### config.mk
export PLATFORM = sky130hd
export DESIGN_NAME = fetch_unit
export DESIGN_NICKNAME = d
export VERILOG_FILES = /design/src/rtl/fetch_unit.sv
export SDC_FILE = /design/constraint.sdc
export NUM_CORES = 1
export LEC_CHECK = 0
export BUFFER_PORTS_ARGS = -buffer_cell sky130_fd_sc_hd__buf_2
export CAP_MARGIN = 10
export CORE_ASPECT_RATIO = 0.8
export CORE_MARGIN = 4
export CORE_UTILIZATION = 40
export DETAILED_ROUTE_END_ITERATION = 16
export GPL_ROUTABILITY_DRIVEN = 0
export PLACE_DENSITY_LB_ADDON = 0.25
export SETUP_SLACK_MARGIN = 0.02
export SLEW_MARGIN = 25
export SYNTH_ARGS = -nofsm -noshare
export SYNTH_HDL_FRONTEND = slang
export SYNTH_SLANG_ARGS = --single-unit
### constraint.sdc
create_clock -name CLK -period 3.2 [get_ports CLK]
set_clock_uncertainty 0.2 [all_clocks]
set_input_delay 0.32 -clock CLK [delete_from_list [all_inputs] [get_ports CLK]]
set_output_delay 0.32 -clock CLK [all_outputs]
set_load 0.01 [all_outputs]
### src/rtl/fetch_unit.sv
// -----------------------------------------------------------------------------
// fetch_unit
//
// Instruction fetch stage. It holds the program counter, issues at most one
// instruction-memory read at a time, and hands the fetched word and its PC to
// decode through a registered valid/ready buffer. A redirect (taken branch or
// jump) replaces the PC with the word-aligned TARGET from the upstream
// MUX32_2_1. A redirect also squashes whatever is in flight or buffered.
//
// Parameters:
//   RESET_PC     PC loaded on reset (bits [1:0] must be zero)
//
// Ports:
//   CLK          clock, all state updates on the rising edge
//   RST          synchronous active-high reset, dominant over all inputs
//   REDIRECT     load the PC from TARGET this cycle
//   TARGET       redirect address, low two bits ignored
//   IMEM_REQ     read request (combinational)
//   IMEM_ADDR    read address, always the current PC
//   IMEM_GNT     memory accepts the request in the same cycle
//   IMEM_RVALID  read data valid, at least one cycle after the grant
//   IMEM_RDATA   instruction word returned by memory
//   INST_VALID   output buffer holds an instruction (registered)
//   INST         buffered instruction (registered)
//   INST_PC      PC of the buffered instruction (registered)
//   INST_READY   decode accepts INST this cycle
// -----------------------------------------------------------------------------
module fetch_unit #(
    parameter logic [31:0] RESET_PC = 32'h0000_0000
) (
    input  logic        CLK,
    input  logic        RST,
    input  logic        REDIRECT,
    input  logic [31:0] TARGET,
    output logic        IMEM_REQ,
    output logic [31:0] IMEM_ADDR,
    input  logic        IMEM_GNT,
    input  logic        IMEM_RVALID,
    input  logic [31:0] IMEM_RDATA,
    output logic        INST_VALID,
    output logic [31:0] INST,
    output logic [31:0] INST_PC,
    input  logic        INST_READY
);

    // IDLE : no request outstanding, free to issue
    // WAIT : one request outstanding, its data will be kept
    // DROP : one request outstanding, but a redirect made its data stale
    localparam logic [1:0] IDLE = 2'd0;
    localparam logic [1:0] WAIT = 2'd1;
    localparam logic [1:0] DROP = 2'd2;

    logic [1:0]  state_q,     state_d;
    logic [31:0] pc_q,        pc_d;
    logic [31:0] fetchPc_q,   fetchPc_d;
    logic        instValid_q, instValid_d;
    logic [31:0] inst_q,      inst_d;
    logic [31:0] instPc_q,    instPc_d;

    logic        issue;
    logic        capture;
    logic [31:0] redirectPc;

    // Only one request may be outstanding, so a new one is allowed only from
    // IDLE. A redirect suppresses the request because the PC is about to
    // change. The buffer must either be empty or be drained this cycle, which
    // is what guarantees it is empty by the time the response returns.
    assign IMEM_REQ  = !RST && (state_q == IDLE) && !REDIRECT
                       && (!instValid_q || INST_READY);
    assign IMEM_ADDR = pc_q;

    assign issue = IMEM_REQ && IMEM_GNT;

    // Response data is kept only for a live request with no redirect in the
    // same cycle; in DROP the returning data belongs to the abandoned path.
    assign capture = (state_q == WAIT) && IMEM_RVALID && !REDIRECT;

    // Masking instead of slicing clears the low bits while still consuming
    // the whole TARGET bus.
    assign redirectPc = TARGET & 32'hFFFF_FFFC;

    assign INST_VALID = instValid_q;
    assign INST       = inst_q;
    assign INST_PC    = instPc_q;

    // Program counter: a redirect always wins over the sequential increment.
    // The increment wraps naturally at 32 bits (0xFFFF_FFFC + 4 = 0).
    always_comb begin
        pc_d      = pc_q;
        fetchPc_d = fetchPc_q;
        if (REDIRECT) begin
            pc_d = redirectPc;
        end else if (issue) begin
            pc_d = pc_q + 32'd4;
        end
        if (issue) begin
            fetchPc_d = pc_q;
        end
    end

    // Request tracking. RVALID seen in IDLE has no request to belong to and
    // is ignored. A redirect while waiting turns the outstanding request
    // stale; the FSM still has to see its RVALID before issuing again so the
    // memory never has two requests in flight.
    always_comb begin
        state_d = state_q;
        case (state_q)
            IDLE: begin
                if (issue) begin
                    state_d = WAIT;
                end
            end
            WAIT: begin
                if (IMEM_RVALID) begin
                    state_d = IDLE;
                end else if (REDIRECT) begin
                    state_d = DROP;
                end
            end
            DROP: begin
                if (IMEM_RVALID) begin
                    state_d = IDLE;
                end
            end
            default: begin
                state_d = IDLE;
            end
        endcase
    end

    // Output buffer. A redirect empties it (a simultaneous handshake is
    // squashed; decode discards its own wrong-path copy). Otherwise a
    // capture overrides a consume in the same cycle. INST and INST_PC only
    // change on capture so they hold while the buffer is empty.
    always_comb begin
        instValid_d = instValid_q;
        inst_d      = inst_q;
        instPc_d    = instPc_q;
        if (REDIRECT) begin
            instValid_d = 1'b0;
        end else if (capture) begin
            instValid_d = 1'b1;
            inst_d      = IMEM_RDATA;
            instPc_d    = fetchPc_q;
        end else if (instValid_q && INST_READY) begin
            instValid_d = 1'b0;
        end
    end

    // State registers with synchronous reset. Reset abandons any request in
    // flight; its late RVALID then lands in IDLE and is ignored.
    always_ff @(posedge CLK) begin
        if (RST) begin
            state_q     <= IDLE;
            pc_q        <= RESET_PC;
            fetchPc_q   <= 32'h0000_0000;
            instValid_q <= 1'b0;
            inst_q      <= 32'h0000_0000;
            instPc_q    <= 32'h0000_0000;
        end else begin
            state_q     <= state_d;
            pc_q        <= pc_d;
            fetchPc_q   <= fetchPc_d;
            instValid_q <= instValid_d;
            inst_q      <= inst_d;
            instPc_q    <= instPc_d;
        end
    end

endmodule

* Word-level counts from Yosys, hierarchy flattened *
Index checks and enable logic that the tools add are counted.

cells by class
  reductions and logical operators = 17
  mux-type cells = 9
  eq/ne operators = 5
  add/subtract/negate cells = 1
  bitwise logic cells = 1

operators with widths
  cell                     number
  $mux W32                 2
  $add A32 B3 Y32 const B  1
  $mux W2                  4
  $logic_and A1 B1 Y1      7
  $pmux W2 S3              1
  $ne A2 B2 Y1 const B     2
  $reduce_bool A2 Y1       2
  $logic_not A1 Y1         3
  $ne A3 B3 Y1 const B     1
  $reduce_and A3 Y1        1
  $eq A2 B1 Y1 const B     1
  $eq A2 B2 Y1 const B     1
  $logic_not A2 Y1         1
  $mux W1                  2
  $reduce_and A2 Y1        1
  $reduce_or A2 Y1         1
  $logic_or A1 B1 Y1       1
  $not A1 Y1               1

word-level totals
  register bits after elaboration = 131
  word-level logic and storage cells = 40
  output and inout bits = 98
  input bits = 70

* Depth between registers and ports, before layout *
Gate-level depths: netlist of the first run.

  depth in word-level cells = 7
  gate-level depth with buffers = 8
  depth with buffers taken out = 6

* Worst setup path after synthesis of the first run *
Ideal clock, no wire load.

  path type = reg2reg
  from = register pc_q[2], in the netlist IMEM_ADDR[2]
  to = register pc_q[31], in the netlist IMEM_ADDR[31]
  cell stages (with the launch flop) = 7
  data arrival time = 1.831 ns
  clock period less this slack = 2.158 ns
  path buffers = 1
  required time = 2.873 ns
  path slack = 1.042 ns
  path through = dfxtp_1 > nand3_2 > or4_4 > buf_6 > nor3_4 > a2111oi_1 > or3b_1

on the way
  cells in the longest elaborated chain, start to end = 3

ends and longest elaborated chain
  item                    RTL line  RTL
  start, declared         54        logic [31:0] pc_q, pc_d;
  start signal, assigned  162       pc_q <= pc_d;
  $add A32 B3 Y32         94        pc_d = pc_q + 32'd4;
  $mux W32                93        end else if (issue) begin
  $mux W32                91        if (REDIRECT) begin

No other way between the ends. The select of a mux whose other input is x is not followed.
A chain may end at the register's enable or synchronous reset.

* Worst setup path in the final report of the first run *
  from = register state_q[0]
  to = register pc_q[13], in the netlist IMEM_ADDR[13]

on the way
  cells in the longest elaborated chain, start to end = 6

ends and longest elaborated chain
  item                              RTL line  RTL
  start, declared                   53        logic [1:0] state_q, state_d;
  start signal, assigned            161       state_q <= state_d;
  $logic_not A2 Y1                  68        assign IMEM_REQ = !RST && (state_q == IDLE) && !REDIRECT
  $logic_and A1 B1 Y1 (2 in a row)  68
  $logic_and A1 B1 Y1               69        && (!instValid_q || INST_READY);
  $logic_and A1 B1 Y1               72        assign issue = IMEM_REQ && IMEM_GNT;
  $reduce_bool A2 Y1 (no line)      n/a

No other way between the ends.

==> impl_results.md, run 1 <==
* Input/output buffers at about 160
* Layout cells sized above 1 at 0.259
* Static leakage at roughly 0.0028 uW
* Post-DR wirelength/cell at 15.4 um
* Clk Latency, worst-skew pair at about 0.41 ns
* FF+latch count, synth at ~130
* Multi-input logic area at about 2400 sq um
* R2R setup slack at approximately 0.67 ns
* DRT Pass-1 Iters at 7
* Dpl hpwl at 10400 um
* CP Class: flop to flop
* Arr. time, crit path at roughly 2.6 ns
* Synth Warn # at 0
* Cell Area, Synth at 5120 sq um
* Area occupied by registers at 2500 sq um
* Worst hold-check slack at between 0.015 and 0.02 ns
* Hold-fix buffers, CTS at 42
* Setup TNS at 0 ns
* Total CTS buffers at 17
* Starting Density at 0.415
* Reg clk slew, reported paths at 0.05 ns
* Startpoint class of the critical path: flop
* # rows at 36
* Vias in the first global route at approximately 5000
* CTS sink cnt at roughly 130
* Req. time, crit path at roughly 3.3 ns
* Crit end category: flop
* Post-synth EDFFs at 0
* Ranking of synthesized cells by area: dfxtp_1 (49%), nand2_1 (15%), a21oi_1 (11%)
* # resized after CTS at 0
* Antenna-violating nets left at 0
* Mapped Avg Cell Area at a little under 8 sq um
* Final Routed Wirelength at roughly 16000 um
* First-pass GRT wire length at between 20000 and 25000 um
* Outcome: complete, no violations
* Total die area at 14700 sq um
* Ant. Diodes at 0
* Minimum period implied by the final worst setup slack at 2.53 ns
* Worst slew margin at 0.453
* Seq/Total Area, Yosys at 0.489
* Largest net degree at the start of global routing at slightly above 100
* TritonCTS clock tree: yes
* Initial antenna violation count at 0
* Vias per cell at 5.13
* HP Class: input pin to flop
* Fin crit share at 0.790
* Maximum VDD drop at between 0.0003 and 0.0004 V
* Power, Total at roughly 3800 uW
* Setup bufs post-CTS at 0
* Placed cells at between 900 and 1000
* DRT iter0 DRCs at ~550
* Hold Vio Cnt, Final at 0
* FMAX at approximately 400 MHz
* DIE WIDTH at roughly 130 um
* Layout Utilization at 0.570
* Top cell type by total area after synthesis: dfxtp_1
* Io pins at about 170
* Synth top area share at 0.489
* Tightest Pin Transition at between 0.8 and 0.9 ns
* Longest Clk Path Bufs at 2
* Layout area overhead at 37.4%
* H-Tree Depth at 4
* Residual DRC at 0
* # nets final at around 900
* Synth Flop Type: dfxtp_1
* Most frequent cells in the layout: nand2_1 (202), buf_2 (160), dfxtp_1 (125)
* Power per Cell Area at between 500 and 600 nW/um^2
* Grt total ovfl at 0
* Pins Over Slew Limit at 0
* DIE HEIGHT at 109 um
* Via count at between 5000 and 6000
* Max-cap violations at 0
* Layout filler cell count at roughly 1200
* Final cell count without fillers at 1015
* # setup viols final at 0
* CTS Root Cell: clkbuf_16
* Cell count after synthesis at ~650
* CP Max Fanout at 18
* Most common library cell in the layout ignoring fill and taps: nand2_1
* Count of different cell masters after synthesis at 55
* RSZ-0062 raised after global routing: false
* GR Util All Layers at 0.215
* Core area at 12300 sq um
* FFs w/ async S/R, synth at 0
[cell usage after synthesis, drive strengths merged, types with 7 or more instances]
cell type,instances
a21oi,117
a31oi,10
and2,7
and3,10
buf,11
clkbuf,40
dfxtp,125
inv,8
nand2,204
nand3,12
nand4,10
nor2,8
nor3,10
nor4,10
o21ai,8
o22ai,10
[routing by layer]
| layer | track usage | up-vias | wire (um) |
|---|---|---|---|
| met4 | 0.0792 | 0 | 275 |
| met5 | 0 | - | 0 |
| met1 | 0.283 | 2425 | 7130 |
| li1 | - | 2579 | - |
| met3 | 0.0558 | 27 | 971 |
| met2 | 0.342 | 177 | 7290 |
[final timing paths]
| check | start | end | cells after the start |
|---|---|---|---|
| max | state_q[0] | IMEM_ADDR[13] | 5 |
| min | TARGET[29] | IMEM_ADDR[29] | 3 |
| max reg2reg | state_q[0] | IMEM_ADDR[13] | 5 |
| min reg2reg | INST_PC[9] | INST_PC[9] | 2 |
[cells by family after synthesis]
kind of cell | count (synthesis) | synth area share
adder cells (fa/ha/maj) | 1 | 0.00244
flip-flops | 125 | 0.489
AND/OR/NAND/NOR | 287 | 0.259
XOR/XNOR | 9 | 0.0154
multiplexers | 2 | 0.00440
buffers and inverters | 59 | 0.0521
other | 1 | 0.000733
AO/OA/AOI/OAI | 164 | 0.177
[flip-flops by register name (all words and copies together), names as in the netlist]
register	count
INST	32
IMEM_ADDR	30
INST_PC	30
fetchPc_q	30
state_q	2
INST_VALID	1
[critical path, cell delays in order (launching register included)]
cell and delay (ns):
dfxtp_1 0.37, nor4_2 0.39, and3_1 0.65, nor2_1 0.38
o21ai_0 0.27, a21oi_1 0.10
[power by group]
group,internal [uW],leakage [uW],switching (uW),total [uW]
logic,127,0.00151,146,274
clock network,1270,0.000300,655,1920
registers,1590,0.00101,50.1,1640
total,2980,0.00282,851,3840
[stage by stage]
stage	setup slack [ns]	cell area, sq um
after floorplan	1.04	5130
after global placement	0.637	6010
after detailed placement	0.541	6010
after CTS	0.658	7030
after global routing	0.480	7030
final	0.671	7030
[cell type report]
type	instances	share of cell area
inverter	8	0.00427
tap	171	0.0304
clock inverter	6	0.0114
sequential	125	0.356
clock buffer	26	0.0739
timing repair buffer	212	0.187
multi-input combinational	467	0.337
Note: power is estimated with default switching activity, not from simulation.
==> inputs of run 2 (changes only) <==
==> constraint.sdc (replaced) <==
create_clock -name CLK -period 2.2 [get_ports CLK]
set_clock_uncertainty 0.2 [all_clocks]
set_input_delay 0.22 -clock CLK [delete_from_list [all_inputs] [get_ports CLK]]
set_output_delay 0.22 -clock CLK [all_outputs]
set_load 0.01 [all_outputs]
==> run 2 against run 1 <==
Cell area rose by 5.6%. Core utilization is 3.2 points higher. Worst hold slack better by 0.0046 ns. Wire length increased by 3.0%. Largest cell class unchanged. Largest power group unchanged.
==> impl_results.md, run 2 (same netlist as run 1, synthesis figures left out) <==
* Outcome: complete, no violations
* Layout cells sized above 1 at 0.282
* HP Class: input pin to flop
* RSZ-0062 raised after global routing: false
* H-Tree Depth at 4
* Crit end category: flop
* DIE WIDTH at 134 um
* Req. time, crit path at between 2 and 2.5 ns
* Hold Vio Cnt, Final at 0
* R2R setup slack at approximately 0.11 ns
* Switching part of the total at 0.221
* Vias in the first global route at between 5000 and 6000
* Clock power frac at 0.494
* Internal power at 4390 uW
* Total die area at 14700 sq um
* Startpoint class of the critical path: flop
* Tightest Pin Transition at 0.652 ns
* Power per Cell Area at approximately 760 nW/um^2
* DIE HEIGHT at between 100 and 150 um
* Vias per cell at between 5 and 6
* Post-DR wirelength/cell at 15.3 um
* Io pins at about 170
* Maximum VDD drop at just under 0.0005 V
* R2r endpoint: IMEM_ADDR[31]
* Minimum period implied by the final worst setup slack at about 2.1 ns
* First-pass GRT wire length at around 26000 um
* Fin crit share at 0.951
* DRT Pass-1 Iters at 5
* CTS Root Cell: clkbuf_16
* Via count at about 5400
* Setup TNS at 0 ns
* CP Cell Sequence: nand4_2 > or4_4 > nor3_4 > a2111oi_1 > or3b_1
* GR Util All Layers at 0.218
* Most common library cell in the layout ignoring fill and taps: nand2_1
* Hold path endpoint: INST_VALID
* Depth of the worst hold-timing path at 3
* Reg clk slew, reported paths at around 0.050 ns
* CP Class: flop to flop
* Initial antenna violation count at 0
* Ant. Diodes at 0
* Arr. time, crit path at 2.18 ns
* Multi-input logic area at ~2400 sq um
* Grt total ovfl at 0
* Max stage delay on crit path at ~0.52 ns
* Area occupied by registers at around 2500 sq um
* Pins Over Slew Limit at 0
* Starting Density at 0.415
* Worst slew margin at 0.565
* CTS sink cnt at about 130
* # rows at 36
* Final worst-path setup slack at about 0.11 ns
* Largest net degree at the start of global routing at roughly 130
* Core area at approximately 12000 sq um
* FMAX at roughly 480 MHz
* CP Max Fanout at 6
* Max FFs per register at 32
* Combinational power share at 0.086
* Clk Latency, worst-skew pair at around 0.41 ns
* Worst min-delay path startpoint: INST_READY
* DRT iter0 DRCs at 400
* Max-cap violations at 0
* Input/output buffers at about 160
* Flop pwr share at 0.420
* Residual DRC at 0
* Most frequent cells in the layout: nand2_1 (202), buf_2 (160), dfxtp_1 (121)
* # nets final at around 940
* Layout area overhead at 45.1%
* Longest Clk Path Bufs at 2
* Layout filler cell count at approximately 1100
* CP max stage cell: or4_4
* TritonCTS clock tree: yes
* Total CTS buffers at 17
* Antenna-violating nets left at 0
* Place WS at 0.0172 ns
* Switching Power at 1250 uW
* RR Startpoint: IMEM_ADDR[12]
* # setup viols final at 0
* Final Routed Wirelength at approximately 16000 um
* Dpl hpwl at around 10000 um
* Static leakage at 0.00302 uW
* R2r worst-path depth at 5
==> run 2: through the flow <==
step / instances / cell area [sq um] / power (uW) / hold slack, ns / util
CTS: 1056 / 7400 / 5670 / 0.00283 / 0.599
detailed placement: 964 / 6190 / 2800 / 0.220 / 0.502
global placement: 964 / 6190 / 2790 / 0.204 / 0.502
floorplan: 651 / 5130 / 2610 / 0.0966 / -
global route: 1056 / 7420 / 5840 / 0.0438 / 0.602
finish: 1056 / 7420 / 5640 / 0.0213 / 0.602
==> run 2: final cells by class <==
class                   count  area share
flip-flops and latches    125       0.338
inverters                   8     0.00404
multi-input cells         467       0.323
well taps                 171      0.0288
repair buffers            253       0.225
clock inverters             6      0.0108
clock buffers              26      0.0699
==> run 2: power by group through the flow <==
stage	Clock, uW	Sequential [uW]	Combinational (uW)
floorplan	0	2430	177
global placement	0	2410	380
detailed placement	0	2410	389
CTS	2840	2360	474
global route	2940	2370	524
finish	2790	2370	483
==> run 2: worst max path at each step <==
stage / startpoint / end / slack (ns)
5_1_grt: state_q[1] / IMEM_ADDR[16] / 0.01
6_report: IMEM_ADDR[12] / IMEM_ADDR[31] / 0.11
4_1_cts: IMEM_ADDR[2] / IMEM_ADDR[28] / 0.05
3_3_place_gp: IMEM_ADDR[2] / IMEM_ADDR[28] / 0.1
3_5_place_dp: IMEM_ADDR[2] / IMEM_ADDR[28] / 0.02
2_1_floorplan: IMEM_ADDR[2] / IMEM_ADDR[31] / 0.04
==> run 2: what timing repair did <==
item | CTS | global route
buffers inserted | 0 | 0
cloned | 0 | 0
gates resized for setup | 1 | 9
setup endpoints to repair | 1 | 18
hold buffers | 60 | 0
hold endpoints to repair | 61 | 0
pin swaps | 0 | 0
==> run 2: per-layer routing <==
| metal | share of wire | routed length (um) | track usage |
|---|---|---|---|
| met5 | 0 | 0 | 0 |
| met4 | 0.014 | 226 | 0.0719 |
| met3 | 0.061 | 991 | 0.0604 |
| met2 | 0.47 | 7640 | 0.350 |
| met1 | 0.45 | 7290 | 0.287 |
==> run 2: critical path, delay by kind of cell (launching register included) <==
kind	cells	cell delay, ns
DFF	1	0.44
and+or+nand+nor	4	1.23
AOI/OAI and AO/OA	1	0.09
